### src/rtl/ir_nec_pkg.sv
// ir_nec_pkg: shared types and constants for the NEC infrared sender.
//   nec_state_e : frame sequencer states
//   *_U         : phase lengths in NEC units
//   FRAME_BITS  : payload length
package ir_nec_pkg;

  typedef enum logic [2:0] {
    ST_IDLE       = 3'd0,
    ST_LEAD_MARK  = 3'd1,
    ST_LEAD_SPACE = 3'd2,
    ST_BIT_MARK   = 3'd3,
    ST_BIT_SPACE  = 3'd4,
    ST_STOP_MARK  = 3'd5,
    ST_GAP        = 3'd6
  } nec_state_e;

  localparam int LEAD_MARK_U  = 16;
  localparam int LEAD_SPACE_U = 8;
  localparam int ONE_SPACE_U  = 3;
  localparam int ZERO_SPACE_U = 1;
  localparam int MARK_U       = 1;
  localparam int FRAME_BITS   = 32;

  function automatic int max_int(input int a, input int b);
    return (a > b) ? a : b;
  endfunction

endpackage

### src/rtl/ir_nec_carrier_gen.sv
// ir_carrier_gen: free-running carrier divider for the IR LED modulation.
//   clk, rst    : clock, async active-high reset
//   restart_i   : force count to 0 (asserted on the edge entering a mark)
//   en_i        : advance the count
//   carrier_o   : high while count < CARRIER_HIGH
module ir_carrier_gen
  import ir_nec_pkg::*;
#(
  parameter int CARRIER_DIV  = 1316,
  parameter int CARRIER_HIGH = 439
) (
  input  logic clk,
  input  logic rst,
  input  logic restart_i,
  input  logic en_i,
  output logic carrier_o
);

  localparam int CW = (CARRIER_DIV > 1) ? $clog2(CARRIER_DIV) : 1;

  logic [CW-1:0] cnt_q;

  always_ff @(posedge clk or posedge rst) begin
    if (rst)            cnt_q <= '0;
    else if (restart_i) cnt_q <= '0;
    else if (en_i)      cnt_q <= (cnt_q == CW'(CARRIER_DIV - 1)) ? '0 : cnt_q + CW'(1);
  end

  assign carrier_o = (cnt_q < CW'(CARRIER_HIGH));

endmodule

### src/rtl/ir_nec_sender.sv
// ir_nec_sender: emits one NEC infrared frame per accepted request.
//   clk, rst : clock, async active-high reset
//   Enable   : request level, asynchronous to clk (rising edge = request)
//   Conduct  : request code, 1..4 select CMD_1..CMD_4, others ignored
//   ir_out   : carrier-modulated LED drive
//   ir_env   : mark envelope
//   busy     : frame plus trailing gap in progress
//   done     : one-cycle pulse after the gap
module ir_nec_sender
  import ir_nec_pkg::*;
#(
  parameter int         UNIT_CYC     = 28125,
  parameter int         CARRIER_DIV  = 1316,
  parameter int         CARRIER_HIGH = 439,
  parameter int         GAP_UNITS    = 72,
  parameter logic [7:0] ADDR         = 8'h00,
  parameter logic [7:0] CMD_1        = 8'h45,
  parameter logic [7:0] CMD_2        = 8'h46,
  parameter logic [7:0] CMD_3        = 8'h47,
  parameter logic [7:0] CMD_4        = 8'h44
) (
  input  logic       clk,
  input  logic       rst,
  input  logic       Enable,
  input  logic [2:0] Conduct,
  output logic       ir_out,
  output logic       ir_env,
  output logic       busy,
  output logic       done
);

  localparam int CYC_W  = $clog2(UNIT_CYC);
  localparam int UNIT_W = $clog2(max_int(LEAD_MARK_U, GAP_UNITS) + 1);

  // 2-flop synchronisers plus one history flop for edge detection
  logic       en_s1_q, en_s2_q, en_prev_q;
  logic [2:0] cond_s1_q, cond_s2_q;

  nec_state_e              state_q, state_d;
  logic [CYC_W-1:0]        cyc_q, cyc_d;
  logic [UNIT_W-1:0]       unit_q, unit_d, unit_lim;
  logic [4:0]              bit_q, bit_d;
  logic [FRAME_BITS-1:0]   shreg_q, shreg_d;
  logic                    env_q, env_d, busy_q, busy_d, done_q, done_d;

  logic       start, cmd_valid, unit_end, phase_end, carrier, restart;
  logic [7:0] cmd_byte;

  always_ff @(posedge clk or posedge rst) begin
    if (rst) begin
      en_s1_q   <= 1'b0;
      en_s2_q   <= 1'b0;
      en_prev_q <= 1'b0;
      cond_s1_q <= '0;
      cond_s2_q <= '0;
    end else begin
      en_s1_q   <= Enable;
      en_s2_q   <= en_s1_q;
      en_prev_q <= en_s2_q;
      cond_s1_q <= Conduct;
      cond_s2_q <= cond_s1_q;
    end
  end

  assign start = en_s2_q & ~en_prev_q;

  always_comb begin
    cmd_valid = 1'b1;
    cmd_byte  = CMD_1;
    case (cond_s2_q)
      3'd1:    cmd_byte = CMD_1;
      3'd2:    cmd_byte = CMD_2;
      3'd3:    cmd_byte = CMD_3;
      3'd4:    cmd_byte = CMD_4;
      default: cmd_valid = 1'b0;
    endcase
  end

  // Last unit index of the current phase; bit spaces depend on the bit
  // currently at the bottom of the shift register.
  always_comb begin
    unit_lim = '0;
    case (state_q)
      ST_LEAD_MARK:  unit_lim = UNIT_W'(LEAD_MARK_U - 1);
      ST_LEAD_SPACE: unit_lim = UNIT_W'(LEAD_SPACE_U - 1);
      ST_BIT_MARK:   unit_lim = UNIT_W'(MARK_U - 1);
      ST_BIT_SPACE:  unit_lim = shreg_q[0] ? UNIT_W'(ONE_SPACE_U - 1)
                                           : UNIT_W'(ZERO_SPACE_U - 1);
      ST_STOP_MARK:  unit_lim = UNIT_W'(MARK_U - 1);
      ST_GAP:        unit_lim = UNIT_W'(GAP_UNITS - 1);
      default:       unit_lim = '0;
    endcase
  end

  assign unit_end  = (cyc_q == CYC_W'(UNIT_CYC - 1));
  assign phase_end = unit_end && (unit_q == unit_lim);

  always_comb begin
    state_d = state_q;
    cyc_d   = cyc_q;
    unit_d  = unit_q;
    bit_d   = bit_q;
    shreg_d = shreg_q;
    if (state_q == ST_IDLE) begin
      if (start && cmd_valid) begin
        state_d = ST_LEAD_MARK;
        shreg_d = {~cmd_byte, cmd_byte, ~ADDR, ADDR};
        bit_d   = '0;
        cyc_d   = '0;
        unit_d  = '0;
      end
    end else begin
      if (unit_end) begin
        cyc_d  = '0;
        unit_d = phase_end ? '0 : unit_q + UNIT_W'(1);
      end else begin
        cyc_d  = cyc_q + CYC_W'(1);
      end
      if (phase_end) begin
        case (state_q)
          ST_LEAD_MARK:  state_d = ST_LEAD_SPACE;
          ST_LEAD_SPACE: state_d = ST_BIT_MARK;
          ST_BIT_MARK:   state_d = ST_BIT_SPACE;
          ST_BIT_SPACE: begin
            if (bit_q == 5'd31) begin
              state_d = ST_STOP_MARK;
            end else begin
              state_d = ST_BIT_MARK;
              bit_d   = bit_q + 5'd1;
              shreg_d = shreg_q >> 1;
            end
          end
          ST_STOP_MARK:  state_d = ST_GAP;
          default:       state_d = ST_IDLE;
        endcase
      end
    end
  end

  assign env_d  = (state_d == ST_LEAD_MARK) || (state_d == ST_BIT_MARK) ||
                  (state_d == ST_STOP_MARK);
  assign busy_d = (state_d != ST_IDLE);
  assign done_d = (state_q == ST_GAP) && phase_end;
  // No mark follows another mark directly, so any state change into a mark
  // is a mark entry.
  assign restart = env_d && (state_d != state_q);

  always_ff @(posedge clk or posedge rst) begin
    if (rst) begin
      state_q <= ST_IDLE;
      cyc_q   <= '0;
      unit_q  <= '0;
      bit_q   <= '0;
      shreg_q <= '0;
      env_q   <= 1'b0;
      busy_q  <= 1'b0;
      done_q  <= 1'b0;
    end else begin
      state_q <= state_d;
      cyc_q   <= cyc_d;
      unit_q  <= unit_d;
      bit_q   <= bit_d;
      shreg_q <= shreg_d;
      env_q   <= env_d;
      busy_q  <= busy_d;
      done_q  <= done_d;
    end
  end

  ir_carrier_gen #(
    .CARRIER_DIV (CARRIER_DIV),
    .CARRIER_HIGH(CARRIER_HIGH)
  ) u_carrier (
    .clk      (clk),
    .rst      (rst),
    .restart_i(restart),
    .en_i     (env_q),
    .carrier_o(carrier)
  );

  assign ir_out = env_q & carrier;
  assign ir_env = env_q;
  assign busy   = busy_q;
  assign done   = done_q;

endmodule
### config.mk
export PLATFORM = sky130hd
export DESIGN_NAME = ir_nec_sender
export DESIGN_NICKNAME = d
export VERILOG_FILES = /design/src/rtl/ir_nec_pkg.sv /design/src/rtl/ir_nec_carrier_gen.sv /design/src/rtl/ir_nec_sender.sv
export SDC_FILE = /design/constraint.sdc
export NUM_CORES = 1
export LEC_CHECK = 0
export BUFFER_PORTS_ARGS = -buffer_cell sky130_fd_sc_hd__buf_2
export CORE_ASPECT_RATIO = 0.8
export CORE_MARGIN = 2
export CORE_UTILIZATION = 40
export DETAILED_ROUTE_END_ITERATION = 8
export SYNTH_ARGS = -nofsm -noshare
export SYNTH_HDL_FRONTEND = slang
export SYNTH_HIERARCHICAL = 1
export SYNTH_SLANG_ARGS = --single-unit
### constraint.sdc
create_clock -name clk -period 2.4 [get_ports clk]
set_input_delay 0.12 -clock clk [delete_from_list [all_inputs] [get_ports clk]]
set_output_delay 0.12 -clock clk [all_outputs]
set_load 0.02 [all_outputs]
==> results.sh <==
export IMPL_antenna_found_initial=0
export IMPL_synth_seq_cells=85
export IMPL_grt_use_total=0.169
export IMPL_rr_endpoint="bit_q[3]"
export IMPL_critical_path_max_fanout=4
export IMPL_dp_hpwl_um=5660
export IMPL_setup_ws_ns=-0.0601
export IMPL_drive_gt1_frac=0.274
export IMPL_worst_setup_path_end_kind="flip-flop"
export IMPL_fin_nets=468
export IMPL_routed_wl_um=8610
export IMPL_r2r_start="cyc_q[12]"
export IMPL_initial_utilization=0.413
export IMPL_h_tree_depth=3
export IMPL_syn_area_per_cell_um2=10.5
export IMPL_via_per_inst=5.29
export IMPL_stdcell_count=596
export IMPL_clkTransAtPathRegs_ns=0.06
export IMPL_place_inst=562
export IMPL_cts_buffer_depth=2
export IMPL_synth_nets=393
export IMPL_powerDensity_nw_per_um2=788
export IMPL_synth_edf_count=0
export IMPL_dr_pass1_iters=4
export IMPL_reg2reg_setup_slack_ns=-0.06
export IMPL_hold_viol=0
export IMPL_violations="setup timing"
export IMPL_cts_tree="built"
export IMPL_peakVddDrop_uv=526
export IMPL_clock_skew_ns=0.00818
export IMPL_intPower_uw=3030
export IMPL_async_flop_share=1.00
export IMPL_arrival_ns=2.73
export IMPL_remaining_drc_errors=0
export IMPL_yosys_warnings=6
export IMPL_combPwrFrac=0.209
export IMPL_start_kind="flip-flop"
export IMPL_worstMarginPinSlew_ns=0.625
export IMPL_crit_type="flip-flop to flip-flop"
export IMPL_critical_path_required_ns=2.67
export IMPL_antennaDiodeCount=0
export IMPL_fp_dieW_um=116
export IMPL_hold_slack_ns=0.339
export IMPL_drv_cap=0
export IMPL_power_frac_seq=0.438
export IMPL_gr_total_overflow=0
export IMPL_clock_sinks=85
export IMPL_slew_headroom=0.582
export IMPL_ys_seq_area_frac=0.532
export IMPL_status="finished with violations"
export IMPL_clkPwrFrac=0.353
export IMPL_finalCritPeriodShare=1.03
export IMPL_grt_pass1_wl_um=14400
export IMPL_vias=3152
export IMPL_core_area_um2=9690
export IMPL_rows=32
export IMPL_gp_congestion=0.859
export IMPL_worstSkewPairLatency_ns=0.34
export IMPL_finalWorstPathRequiredPeriod_ns=2.46
export IMPL_swShare=0.274
export IMPL_r2r_cells=6
export IMPL_wl_per_cell_um=14.5
export IMPL_grt_start_max_net_pins=75
export IMPL_antenna_left=0
export IMPL_die_h_um=93.4
export IMPL_fin_tns_setup_ns=-0.707
export IMPL_io_pins=10
export IMPL_clock_fmax_mhz=406
export IMPL_area_growth_pct=32.5
export IMPL_die_area_um2=10800
export IMPL_synthCells=381
export IMPL_rsz0062_at_grt="true"
export IMPL_drv_slew=0
export IMPL_power_leakage_uw=0.00233
export IMPL_portBuffers=9
export IMPL_synth_distinct_cells=60
export IMPL_cts_buffers=9
export IMPL_p_switching_uw=1140
export IMPL_cts_root_buf="clkbuf_16"
export IMPL_syn_area_um2=4000
export IMPL_drt_iter0_drc=247
export IMPL_setup_violations=21
export IMPL_min_path_type="input pin to asynchronous set/reset pin"
export IMPL_synthFlopType="dfrtp_1"
export IMPL_first_global_vias=2974
[routing by layer]
| layer | up-vias | share of wire | global-route usage |
|---|---|---|---|
| met2 | 44 | 0.44 | 0.241 |
| met5 | - | 0 | 0 |
| li1 | 1556 | - | - |
| met1 | 1543 | 0.52 | 0.250 |
| met4 | 0 | 0.011 | 0.0536 |
| met3 | 9 | 0.030 | 0.0428 |
[cell type report]
class	count	area (um^2)
clock inverters	3	68.8
multi-input cells	270	1960
flip-flops and latches	85	2130
well taps	136	170
inverters	12	45.0
clock buffers	12	246
fillers	842	4390
repair buffers	78	681
[power by group through the flow]
stage          combinational (uW)  sequential [uW]  clock [uW]
2_1_floorplan                 557             1820           0
5_1_grt                       983             1860        1570
3_3_place_gp                  795             1840           0
4_1_cts                       823             1820        1510
3_5_place_dp                  810             1840           0
6_report                      873             1830        1470
[critical path, stage by stage, from the launching register on]
cell	delay [ns]
dfrtp_1	0.40
or3b_4	0.41
or4_4	0.50
a211oi_2	0.14
or4b_4	0.50
or3_4	0.34
a21oi_2	0.12
[synthesized netlist by cell type (8+ instances only)]
cell type   n  area (um^2)
a22o_1     18          158
nor2_1     34          128
o21ai_0    29          145
dfrtp_1    85         2130
xor2_1     11         96.3
nand3_1    11         55.1
o22a_1     13          114
inv_1      12         45.0
nand4_1    13         81.3
a21oi_1     8         40.0
nand2_1    33          124
[registers in the layout, summed over array words and instances (netlist names), 3 cells and up]
register         cells
shreg_q             32
cond_s1_q            3
state_q              3
cond_s2_q            3
u_carrier/cnt_q     11
bit_q                5
unit_q               7
cyc_q               15
[worst max path at each step]
stage / cells past startpoint / start / end / slack, ns
after floorplan: 11 / state_q[1] / u_carrier/cnt_q[5] / -0.04
after global routing: 12 / cyc_q[1] / u_carrier/cnt_q[5] / -0.16
after CTS: 6 / cyc_q[12] / bit_q[3] / -0.04
after global placement: 8 / cyc_q[0] / bit_q[2] / -0.03
after detailed placement: 8 / cyc_q[1] / bit_q[3] / -0.08
final: 6 / cyc_q[12] / bit_q[3] / -0.06
[cell families (layout without fill, tap and decap cells)]
logic type / after synthesis / after routing / synth area share
AOI/OAI and AO/OA: 99 / 100 / 0.178
xor gates and xnor gates: 18 / 18 / 0.0394
adders and majority gates: 6 / 6 / 0.0188
buffers and inverters: 27 / 105 / 0.0288
DFF: 85 / 85 / 0.532
muxes: 5 / 5 / 0.0131
and+or+nand+nor: 141 / 141 / 0.190
[per-stage QoR]
step                      power [uW]   util  setup slack, ns  instance area (um^2)
after global routing            4410  0.547           -0.156                  5300
final                           4180  0.547          -0.0601                  5300
after global placement          2630  0.476          -0.0309                  4610
after detailed placement        2650  0.476          -0.0806                  4610
after floorplan                 2380      -          -0.0414                  4080
after CTS                       4160  0.515          -0.0405                  4990
[placed cells by master (no fill, tap or decap), types with 5 or more instances in the layout]
cell type      instances
a22o_1                18
o21ai_0               27
inv_1                 10
nor2_1                33
buf_2                  9
and3_1                 5
nand4_1               13
clkbuf_16             12
xnor2_1                7
xor2_1                11
buf_4                 54
o22a_1                13
a31oi_1                7
nand3_1               11
nand2_1               32
a21oi_1                7
dlygate4sd3_1          5
dfrtp_1               83
[repair_timing]
action,CTS,global route
gates cloned,0,4
resized for setup,3,33
pin swaps,4,35
setup endpoints to repair,41,46
hold buffers,5,0
setup buffers,1,9
endpoints found under the hold margin,89,0
No activity file was read; power rests on OpenSTA's default activity.
